### src/rtl/lcd_pkg.sv
`default_nettype none
// ============================================================================
//  Module      : lcd_pkg
//  Description : Opcodes and receiver state encoding for the 8080-style
//                display write bus.
//  Revision    : 1.0  initial release
// ============================================================================
package lcd_pkg;

    localparam logic [7:0] CMD_SWRESET = 8'h01;
    localparam logic [7:0] CMD_CASET   = 8'h2A;
    localparam logic [7:0] CMD_PASET   = 8'h2B;
    localparam logic [7:0] CMD_RAMWR   = 8'h2C;
    localparam logic [7:0] CMD_DISPON  = 8'h29;
    localparam logic [7:0] CMD_DISPOFF = 8'h28;

    typedef enum logic [2:0] {
        ST_IDLE     = 3'd0,
        ST_CASET_P  = 3'd1,
        ST_PASET_P  = 3'd2,
        ST_RAMWR_HI = 3'd3,
        ST_RAMWR_LO = 3'd4,
        ST_IGNORE   = 3'd5
    } rx_state_t;

endpackage
`default_nettype wire

### src/rtl/lcd_bus_sync.sv
`default_nettype none
// ============================================================================
//  Module      : lcd_bus_sync
//  Description : Synchronises {wr,dcx,D} as one bundle and flags each wr rise.
//  Revision    : 1.0  initial release
// ============================================================================
module lcd_bus_sync #(
    parameter int SYNC_STAGES = 2
) (
    input  logic       hwclk,
    input  logic       reset,
    input  logic       wr,
    input  logic       dcx,
    input  logic [7:0] D,
    output logic       byte_stb,
    output logic       byte_dcx,
    output logic [7:0] byte_d
);

    // Bit 9 = wr, bit 8 = dcx, bits 7:0 = D; all three travel together so the
    // byte is stable in the same stage where the wr edge is seen.
    logic [SYNC_STAGES-1:0][9:0] r_pipe;
    logic                        r_wr_prev;

    always_ff @(posedge hwclk or negedge reset) begin
        if (!reset) begin
            r_pipe    <= '0;
            r_wr_prev <= 1'b0;
        end else begin
            r_pipe    <= {r_pipe[SYNC_STAGES-2:0], wr, dcx, D};
            r_wr_prev <= r_pipe[SYNC_STAGES-1][9];
        end
    end

    assign byte_stb = r_pipe[SYNC_STAGES-1][9] & ~r_wr_prev;
    assign byte_dcx = r_pipe[SYNC_STAGES-1][8];
    assign byte_d   = r_pipe[SYNC_STAGES-1][7:0];

endmodule
`default_nettype wire

### src/rtl/lcd_bus_receiver.sv
`default_nettype none
// ============================================================================
//  Module      : lcd_bus_receiver
//  Description : Decodes the display command stream, tracks the address
//                window and emits one strobe per RGB565 pixel.
//  Revision    : 1.0  initial release
// ============================================================================
module lcd_bus_receiver
    import lcd_pkg::*;
#(
    parameter int H_RES       = 240,
    parameter int V_RES       = 320,
    parameter int COORD_W     = 9,
    parameter int SYNC_STAGES = 2
) (
    input  logic               hwclk,
    input  logic               reset,
    input  logic               wr,
    input  logic               dcx,
    input  logic [7:0]         D,
    output logic               cmd_valid,
    output logic [7:0]         cmd_byte,
    output logic               px_valid,
    output logic [COORD_W-1:0] px_x,
    output logic [COORD_W-1:0] px_y,
    output logic [15:0]        px_rgb,
    output logic               disp_on,
    output logic               err_flag
);

    localparam logic [COORD_W-1:0] C_H_MAX = COORD_W'(H_RES - 1);
    localparam logic [COORD_W-1:0] C_V_MAX = COORD_W'(V_RES - 1);

    logic               w_stb;
    logic               w_dcx;
    logic [7:0]         w_d;
    logic [COORD_W-1:0] w_new_start;
    logic [COORD_W-1:0] w_new_end;
    logic [COORD_W-1:0] w_lim;
    logic               w_win_ok;

    rx_state_t          r_state;
    logic [1:0]         r_pc;
    logic [7:0]         r_p0;
    logic [7:0]         r_p1;
    logic [7:0]         r_p2;
    logic [7:0]         r_hi;
    logic [COORD_W-1:0] r_sc;
    logic [COORD_W-1:0] r_ec;
    logic [COORD_W-1:0] r_sr;
    logic [COORD_W-1:0] r_er;
    logic [COORD_W-1:0] r_x;
    logic [COORD_W-1:0] r_y;

    lcd_bus_sync #(
        .SYNC_STAGES (SYNC_STAGES)
    ) u_sync (
        .hwclk    (hwclk),
        .reset    (reset),
        .wr       (wr),
        .dcx      (dcx),
        .D        (D),
        .byte_stb (w_stb),
        .byte_dcx (w_dcx),
        .byte_d   (w_d)
    );

    // Evaluated while the last parameter byte is on the bus.
    assign w_new_start = COORD_W'({r_p0, r_p1});
    assign w_new_end   = COORD_W'({r_p2, w_d});
    assign w_lim       = (r_state == ST_CASET_P) ? C_H_MAX : C_V_MAX;
    assign w_win_ok    = (w_new_start <= w_new_end) && (w_new_end <= w_lim);

    always_ff @(posedge hwclk or negedge reset) begin
        if (!reset) begin
            r_state   <= ST_IDLE;
            r_pc      <= '0;
            r_p0      <= '0;
            r_p1      <= '0;
            r_p2      <= '0;
            r_hi      <= '0;
            r_sc      <= '0;
            r_ec      <= C_H_MAX;
            r_sr      <= '0;
            r_er      <= C_V_MAX;
            r_x       <= '0;
            r_y       <= '0;
            cmd_valid <= 1'b0;
            cmd_byte  <= '0;
            px_valid  <= 1'b0;
            px_x      <= '0;
            px_y      <= '0;
            px_rgb    <= '0;
            disp_on   <= 1'b0;
            err_flag  <= 1'b0;
        end else begin
            cmd_valid <= 1'b0;
            px_valid  <= 1'b0;
            if (w_stb && !w_dcx) begin
                cmd_valid <= 1'b1;
                cmd_byte  <= w_d;
                r_pc      <= '0;
                // Truncated parameter list or orphaned high byte
                if (r_state inside {ST_CASET_P, ST_PASET_P, ST_RAMWR_LO})
                    err_flag <= 1'b1;
                case (w_d)
                    CMD_CASET: r_state <= ST_CASET_P;
                    CMD_PASET: r_state <= ST_PASET_P;
                    CMD_RAMWR: begin
                        r_state <= ST_RAMWR_HI;
                        r_x     <= r_sc;
                        r_y     <= r_sr;
                    end
                    CMD_SWRESET: begin
                        r_state  <= ST_IDLE;
                        r_sc     <= '0;
                        r_ec     <= C_H_MAX;
                        r_sr     <= '0;
                        r_er     <= C_V_MAX;
                        disp_on  <= 1'b0;
                        err_flag <= 1'b0;
                    end
                    CMD_DISPON: begin
                        r_state <= ST_IDLE;
                        disp_on <= 1'b1;
                    end
                    CMD_DISPOFF: begin
                        r_state <= ST_IDLE;
                        disp_on <= 1'b0;
                    end
                    default: r_state <= ST_IGNORE;
                endcase
            end else if (w_stb) begin
                case (r_state)
                    ST_CASET_P, ST_PASET_P: begin
                        r_pc <= r_pc + 2'd1;
                        case (r_pc)
                            2'd0: r_p0 <= w_d;
                            2'd1: r_p1 <= w_d;
                            2'd2: r_p2 <= w_d;
                            default: begin
                                r_state <= ST_IGNORE;
                                if (!w_win_ok) begin
                                    err_flag <= 1'b1;
                                end else if (r_state == ST_CASET_P) begin
                                    r_sc <= w_new_start;
                                    r_ec <= w_new_end;
                                end else begin
                                    r_sr <= w_new_start;
                                    r_er <= w_new_end;
                                end
                            end
                        endcase
                    end
                    ST_RAMWR_HI: begin
                        r_hi    <= w_d;
                        r_state <= ST_RAMWR_LO;
                    end
                    ST_RAMWR_LO: begin
                        px_valid <= 1'b1;
                        px_x     <= r_x;
                        px_y     <= r_y;
                        px_rgb   <= {r_hi, w_d};
                        r_state  <= ST_RAMWR_HI;
                        if (r_x < r_ec) begin
                            r_x <= r_x + 1'b1;
                        end else if (r_y < r_er) begin
                            r_x <= r_sc;
                            r_y <= r_y + 1'b1;
                        end else begin
                            r_x <= r_sc;
                            r_y <= r_sr;
                        end
                    end
                    default: ;
                endcase
            end
        end
    end

endmodule
`default_nettype wire

### config.mk
export PLATFORM = sky130hd
export DESIGN_NAME = lcd_bus_receiver
export DESIGN_NICKNAME = d
export VERILOG_FILES = /design/src/rtl/lcd_pkg.sv /design/src/rtl/lcd_bus_sync.sv /design/src/rtl/lcd_bus_receiver.sv
export SDC_FILE = /design/constraint.sdc
export NUM_CORES = 1
export LEC_CHECK = 0
export ABC_AREA = 0
export CAP_MARGIN = 20
export CORE_MARGIN = 5
export CORE_UTILIZATION = 45
export DETAILED_ROUTE_END_ITERATION = 6
export PLACE_DENSITY_LB_ADDON = 0.25
export SLEW_MARGIN = 40
export SYNTH_ARGS = -nofsm -noshare
export SYNTH_HDL_FRONTEND = slang
export SYNTH_SLANG_ARGS = --single-unit
### constraint.sdc
create_clock -name hwclk -period 6.8 [get_ports hwclk]
set_input_delay 1.02 -clock hwclk [delete_from_list [all_inputs] [get_ports hwclk]]
set_output_delay 1.02 -clock hwclk [all_outputs]
set_load 0.05 [all_outputs]
# ---- After elaboration in Yosys (flattened, before gate mapping)
# Cells that the tools add are included.
dict set report classes {
  reduce_logical 29
  eq_ne 20
  muxes 59
  n_bitwise 3
  addsub 3
  n_lt_le_gt_ge 4
}
# operator count
set ops {}
lappend ops {{two-way mux 9 bit} 39}
lappend ops {{equality test 8 x 6 -> 1 bit, second input constant} 5}
lappend ops {{adder 9 x 1 -> 9 bit, second input constant} 2}
lappend ops {{<= comparator 9 bit} 2}
lappend ops {{< comparator 9 bit} 2}
lappend ops {{AND reduction 4 bit} 4}
lappend ops {{case mux 3 bit (4 select lines)} 1}
lappend ops {{AND reduction 3 bit} 4}
lappend ops {{AND reduction 6 bit} 2}
lappend ops {{nonzero test 2 bit} 6}
lappend ops {{two-way mux 1 bit} 11}
lappend ops {{!= test 2 x 1 -> 1 bit, second input constant} 5}
lappend ops {{two-way mux 3 bit} 3}
lappend ops {{case mux 3 bit (3 select lines)} 1}
lappend ops {{equality test 8 x 1 -> 1 bit, second input constant} 1}
lappend ops {{equality test 3 x 2 -> 1 bit, second input constant} 2}
lappend ops {{two-way mux 2 bit} 3}
lappend ops {{OR reduction 3 bit} 2}
lappend ops {{AND reduction 5 bit} 1}
lappend ops {{AND reduction 2 bit} 2}
lappend ops {{nonzero test 4 bit} 1}
lappend ops {{OR reduction 2 bit} 2}
lappend ops {{equality test 3 x 1 -> 1 bit, second input constant} 1}
lappend ops {{equality test 3 bit, second input constant} 1}
lappend ops {{other kinds (13)} 15}
dict set report word_totals {
  reg_bits 144
  word_cells 141
  in_bits 12
  output_inout_bits 46
}

# ---- Longest topological paths before layout
dict set report logic_depth {
  ltp_word 9
  depth_mapped 13
  mapped_depth_nobuf 9
}

# ---- By module
# Synthesis repeated with hierarchy kept, for this count alone.
dict set report hier_totals {
  hier_cells 574
  hier_area_um2 6567.5
}
# mod instances seq_area_each_um2 cells_each area_per_inst_um2
set modules_own_cells {}
lappend modules_own_cells {lcd_bus_receiver 1 3095.5 544 5968.2}
lappend modules_own_cells {lcd_bus_sync 1 525.5 30 599.3}

# ---- Worst setup path after synthesis
# OpenSTA, ideal clock, no wires.
dict set report synth_timing {
  kind {flip-flop to flip-flop}
  startpoint {register r_state[0]}
  endpoint {register r_sr[4]}
  period_less_slack_ns 2.614
  path_buffers 4
  path_slack_ns 4.186
  setup_ns 0.121
  required_time_ns 6.679
  path_stages_with_launch 13
  t_arrival_ns 2.493
  path_cell_list {dfrtp_1 clkbuf_1 or3b_2 ha_1 a31oi_1 o21ai_0 o31ai_1 o311a_1 buf_2 and3_1 buf_6 buf_12 a22o_2}
}
dict set report synth_via {
  elab_chain_len 6
  elab_cells_between_ends 10
  cone_classes {1 x order compare; 3 x eq/ne; 1 x mux; 5 x reduce/logical}
}
# element line_no
set synth_rtl {}
lappend synth_rtl {{start, declared} lcd_bus_receiver.sv:42} ;# rx_state_t r_state;
lappend synth_rtl {{start signal, assigned} lcd_bus_receiver.sv:76} ;# r_state <= ST_IDLE;
lappend synth_rtl {{start signal, assigned} lcd_bus_receiver.sv:107} ;# CMD_CASET: r_state <= ST_CASET_P;
lappend synth_rtl {{start signal, assigned} lcd_bus_receiver.sv:108} ;# CMD_PASET: r_state <= ST_PASET_P;
lappend synth_rtl {{equality test 3 x 1 -> 1 bit} {lcd_bus_receiver.sv:71, lcd_bus_receiver.sv:134, lcd_bus_receiver.sv:145}}
lappend synth_rtl {{two-way mux 9 bit} lcd_bus_receiver.sv:71} ;# assign w_lim = (r_state == ST_CASET_P) ? C_H_MAX : C_V_MAX;
lappend synth_rtl {{<= comparator 9 bit} lcd_bus_receiver.sv:72} ;# assign w_win_ok = (w_new_start <= w_new_end) && (w_new_end <= w_lim);
lappend synth_rtl {{logical AND 1 bit} lcd_bus_receiver.sv:72}
lappend synth_rtl {{nonzero test 2 bit (no source line)} -}
lappend synth_rtl {{AND reduction 6 bit (no source line) *} -}
lappend synth_rtl {{end signal, assigned} lcd_bus_receiver.sv:149} ;# r_sr <= w_new_start;
lappend synth_rtl {{end, declared} lcd_bus_receiver.sv:50} ;# logic [COORD_W-1:0] r_sr;
# Mark *: on every way between the ends. The rest lies on a longest branch, timed or not.
# A chain may end at the register's enable or synchronous reset.

# ---- Worst setup path after layout
dict set report layout_timing {
  startpoint {register u_sync.r_pipe, in the netlist u_sync.byte_dcx}
  endpoint {register r_y[3]}
}
dict set report layout_via {
  elab_chain_len 4
  elab_cells_between_ends 8
  cone_classes {2 x eq/ne; 1 x mux; 5 x reduce/logical}
}
# element line_no
set layout_rtl {}
lappend layout_rtl {{start, declared} lcd_bus_sync.sv:22} ;# logic [SYNC_STAGES-1:0][9:0] r_pipe;
lappend layout_rtl {{start signal, assigned} lcd_bus_sync.sv:30} ;# r_pipe <= {r_pipe[SYNC_STAGES-2:0], wr, dcx, D};
lappend layout_rtl {{logical NOT 1 bit *} lcd_bus_receiver.sv:99} ;# if (w_stb && !w_dcx) begin
lappend layout_rtl {{logical AND 1 bit *} lcd_bus_receiver.sv:99}
lappend layout_rtl {{!= test 2 bit (no source line), or another cell as far along} -}
lappend layout_rtl {{AND reduction 4 bit (no source line)} -}
lappend layout_rtl {{end signal, assigned} lcd_bus_receiver.sv:112} ;# r_y <= r_sr;
lappend layout_rtl {{end signal, assigned} lcd_bus_receiver.sv:169} ;# r_y <= r_y + 1'b1;
lappend layout_rtl {{end signal, assigned} lcd_bus_receiver.sv:172} ;# r_y <= r_sr;
lappend layout_rtl {{end, declared} lcd_bus_receiver.sv:53} ;# logic [COORD_W-1:0] r_y;
# Marks and branches as above.

==> results.sh <==
export IMPL_antenna_diode_count=0
export IMPL_clockBufferDepth=2
export IMPL_area_growth_syn_to_layout_pct=20.4
export IMPL_firstDrtPassIters=5
export IMPL_fin_tns_setup_ns=0
export IMPL_cp_start_kind="flop"
export IMPL_ys_types=57
export IMPL_skew_ns=0.00839
export IMPL_final_util_pct=55.1
export IMPL_drive_above_1_share_pct=20.5
export IMPL_ys_seq_area_share_pct=54.6
export IMPL_p_sw_share_pct=34.1
export IMPL_grt_usage_pct=17.3
export IMPL_antenna_found_initial=0
export IMPL_p_leak_nw=3.62
export IMPL_finalWirelength_um=14500
export IMPL_ant_nets=0
export IMPL_setup_viol=0
export IMPL_ys_top_cells_by_area="dfrtp_1 (49%), mux2_2 (9.3%), ha_1 (6.6%)"
export IMPL_fp_dieArea_um2=17300
export IMPL_coreArea_um2=14500
export IMPL_die_x_um=131
export IMPL_gr_total_overflow=0
export IMPL_cts_buffers_inserted=17
export IMPL_pwr_share_comb_pct=29.8
export IMPL_fmax_mhz=303
export IMPL_rr_worst_depth=6
export IMPL_synth_avg_cell_area_um2=12.1
export IMPL_ys_warnings_count=0
export IMPL_rrSetupSlack_ns=3.50
export IMPL_async_reset_ff_share_pct=100
export IMPL_crit_fanout=20
export IMPL_syn_nets=593
export IMPL_vdd_drop_max_v=0.000217
export IMPL_fin_crit_sh_pct=48.6
export IMPL_ys_flop_type="dfrtp_1"
export IMPL_die_h_um=131
export IMPL_p_int_w=0.00202
export IMPL_clk_latency_ns=0.43
export IMPL_multi_input_area_um2=2730
export IMPL_ctsRootBufferMaster="clkbuf_16"
export IMPL_wl_per_cell_um=18.2
export IMPL_min_path_type="reg2reg"
export IMPL_grt_pass1_vias=4532
export IMPL_cp_end_kind="flop"
export IMPL_place_congestion=0.858
export IMPL_clock_sinks=144
export IMPL_grt_max_degree=94
export IMPL_holdBufCountCts=0
export IMPL_hold_viol=0
export IMPL_relSlewSlack_pct=44.0
export IMPL_clkSlewWorstSetupHoldPaths_ns=0.06
export IMPL_finalCriticalPeriod_ns=3.30
export IMPL_worstPathRequired_ns=7.14
export IMPL_yosys_area_top_type="dfrtp_1"
export IMPL_n_fill_cell=1213
export IMPL_drv_cap=0
export IMPL_cts_tree="built"
export IMPL_outcome="finished clean"
export IMPL_remaining_drc_errors=0
export IMPL_hp_start="u_sync.r_pipe[3]"
export IMPL_io_pins=58
export IMPL_htree_levels=4
export IMPL_slew_violations=0
export IMPL_port_buffers=57
export IMPL_worstPathArrival_ns=3.65
export IMPL_grt_pass1_wl_um=23900
export IMPL_synth_top_cell_area_share_pct=49.1
export IMPL_synthCells=546
export IMPL_synth_common_cells="dfrtp_1 (130), mux2_2 (55), inv_1 (38), ha_1 (35), nand2_1 (32)"
export IMPL_start_util_pct=45.8
export IMPL_worstMarginPinSlew_ns=0.837
export IMPL_first_iter_violations=364
export IMPL_yosys_cell_count_top_type="dfrtp_1"
export IMPL_synth_area_um2=6630
export IMPL_clockPowerShare_pct=32.4
export IMPL_rsz0062_at_grt="false"
export IMPL_synth_edff_count=0
export IMPL_dp_hpwl_um=10100
export IMPL_rows=44
export IMPL_min_to="u_sync.byte_d[3]"
export IMPL_r2r_start="u_sync.byte_dcx"
export IMPL_cts_resized=0
export IMPL_power_density_nw_per_um2=384
export IMPL_register_area_um2=3620
export IMPL_hold_depth=0
export IMPL_r2r_end="r_y[3]"
export IMPL_seqPwrFrac_pct=37.9
export IMPL_crit_type="reg2reg"
export IMPL_vias=4620
export IMPL_ys_ff_latch=144
export IMPL_via_per_inst=5.79
export IMPL_fin_nets=648
export IMPL_holdWs_ns=0.348
export IMPL_p_switching_w=0.00105
export IMPL_cts_setup_buffers=0
critical path, stage by stage, from the launching register on:
cell and delay [ns]:
dfrtp_1 0.52, or3b_2 0.68, nor4_1 0.55, nor2_1 0.32, a21oi_2 0.68, a21boi_0 0.27, a2bb2oi_1 0.19
logic make-up after synthesis:
group,share of synthesized area (%)
DFF,54.6
AOI/OAI and AO/OA,14.0
and+or+nand+nor,8.52
muxes,11.5
buffers and inverters,4.49
adders and majority gates,6.76
xor gates and xnor gates,0.132
final cells by class:
type                            count  share of cell area, %
Clock inverter                     10                   1.83
Multi-Input combinational cell    339                   34.1
Timing Repair Buffer               60                   7.73
Inverter                           39                   1.83
Sequential cell                   144                   45.4
Clock buffer                       22                   6.19
Tap cell                          184                   2.88
power by group through the flow:
stage	registers [W]	logic (W)	clock network, W
finish	0.00116	0.000914	0.000993
detailed placement	0.00118	0.000914	0
global route	0.00118	0.000991	0.00105
global placement	0.00117	0.000881	0
CTS	0.00116	0.000920	0.00102
floorplan	0.00131	0.000492	0
cells in the final DEF (no fill, tap or decap), types with 3 or more instances in the layout:
master | netlist | layout
o22ai_1 | 5 | 5
o22a_1 | 3 | 3
dfstp_2 | 14 | 14
a21o_1 | 5 | 5
a22o_2 | 4 | 4
or3b_2 | 3 | 3
nand4_1 | 11 | 11
mux2_2 | 55 | 55
a31oi_1 | 7 | 7
a2bb2oi_1 | 8 | 8
nor3_1 | 5 | 5
clkbuf_16 | 0 | 17
o21ai_0 | 18 | 18
a22o_1 | 15 | 15
nand3_1 | 17 | 17
ha_1 | 35 | 35
and3_1 | 3 | 3
inv_1 | 38 | 38
a21boi_0 | 7 | 7
nand2_1 | 32 | 32
dfrtp_1 | 130 | 130
o211ai_1 | 4 | 4
o21a_1 | 3 | 3
o2bb2ai_1 | 3 | 3
clkbuf_8 | 0 | 6
inv_6 | 0 | 3
nor2_1 | 20 | 20
clkdlybuf4s50_1 | 0 | 56
a21oi_1 | 11 | 11
a22oi_1 | 13 | 13
mux2i_1 | 14 | 14
or2_2 | 3 | 3
nand2b_1 | 4 | 4
bufinv_16 | 0 | 3
flip-flops by register name, indices dropped and copies added (netlist names), 2 cells and up:
register / cells
r_er: 9
u_sync.byte_d: 8
px_rgb: 16
r_x: 9
r_hi: 8
r_state: 3
px_y: 9
r_ec: 9
r_y: 9
px_x: 9
r_p1: 8
u_sync.r_pipe: 11
r_pc: 2
r_sc: 9
cmd_byte: 8
r_sr: 9
metrics by stage:
stage / power (W) / cells / setup WS (ns) / cell area, um2
6_report: 0.00307 / 798 / 3.50 / 7980
5_1_grt: 0.00322 / 798 / 3.28 / 7980
4_1_cts: 0.00310 / 797 / 3.58 / 7950
3_5_place_dp: 0.00209 / 765 / 3.60 / 7310
3_3_place_gp: 0.00205 / 765 / 3.76 / 7300
2_1_floorplan: 0.00180 / 546 / 4.19 / 6630
worst max-delay path by stage:
stage / start / end / slack, ns / depth (start not counted)
2_1_floorplan: r_state[0] / r_sr[4] / 4.19 / 12
3_3_place_gp: u_sync.byte_dcx / r_y[8] / 3.76 / 6
3_5_place_dp: u_sync.byte_dcx / r_y[3] / 3.60 / 6
4_1_cts: u_sync.byte_dcx / r_y[3] / 3.58 / 6
5_1_grt: u_sync.byte_dcx / r_y[4] / 3.28 / 6
6_report: u_sync.byte_dcx / r_y[3] / 3.50 / 6
per-layer routing:
metal	up-vias	GRT usage, %	part of all wire [%]
met5	-	0	0
met4	0	8.34	2.7
met1	2329	22.6	44
met3	34	4.59	5.7
li1	2101	-	-
met2	156	26.9	48
Note: power is estimated with default switching activity, not from simulation.
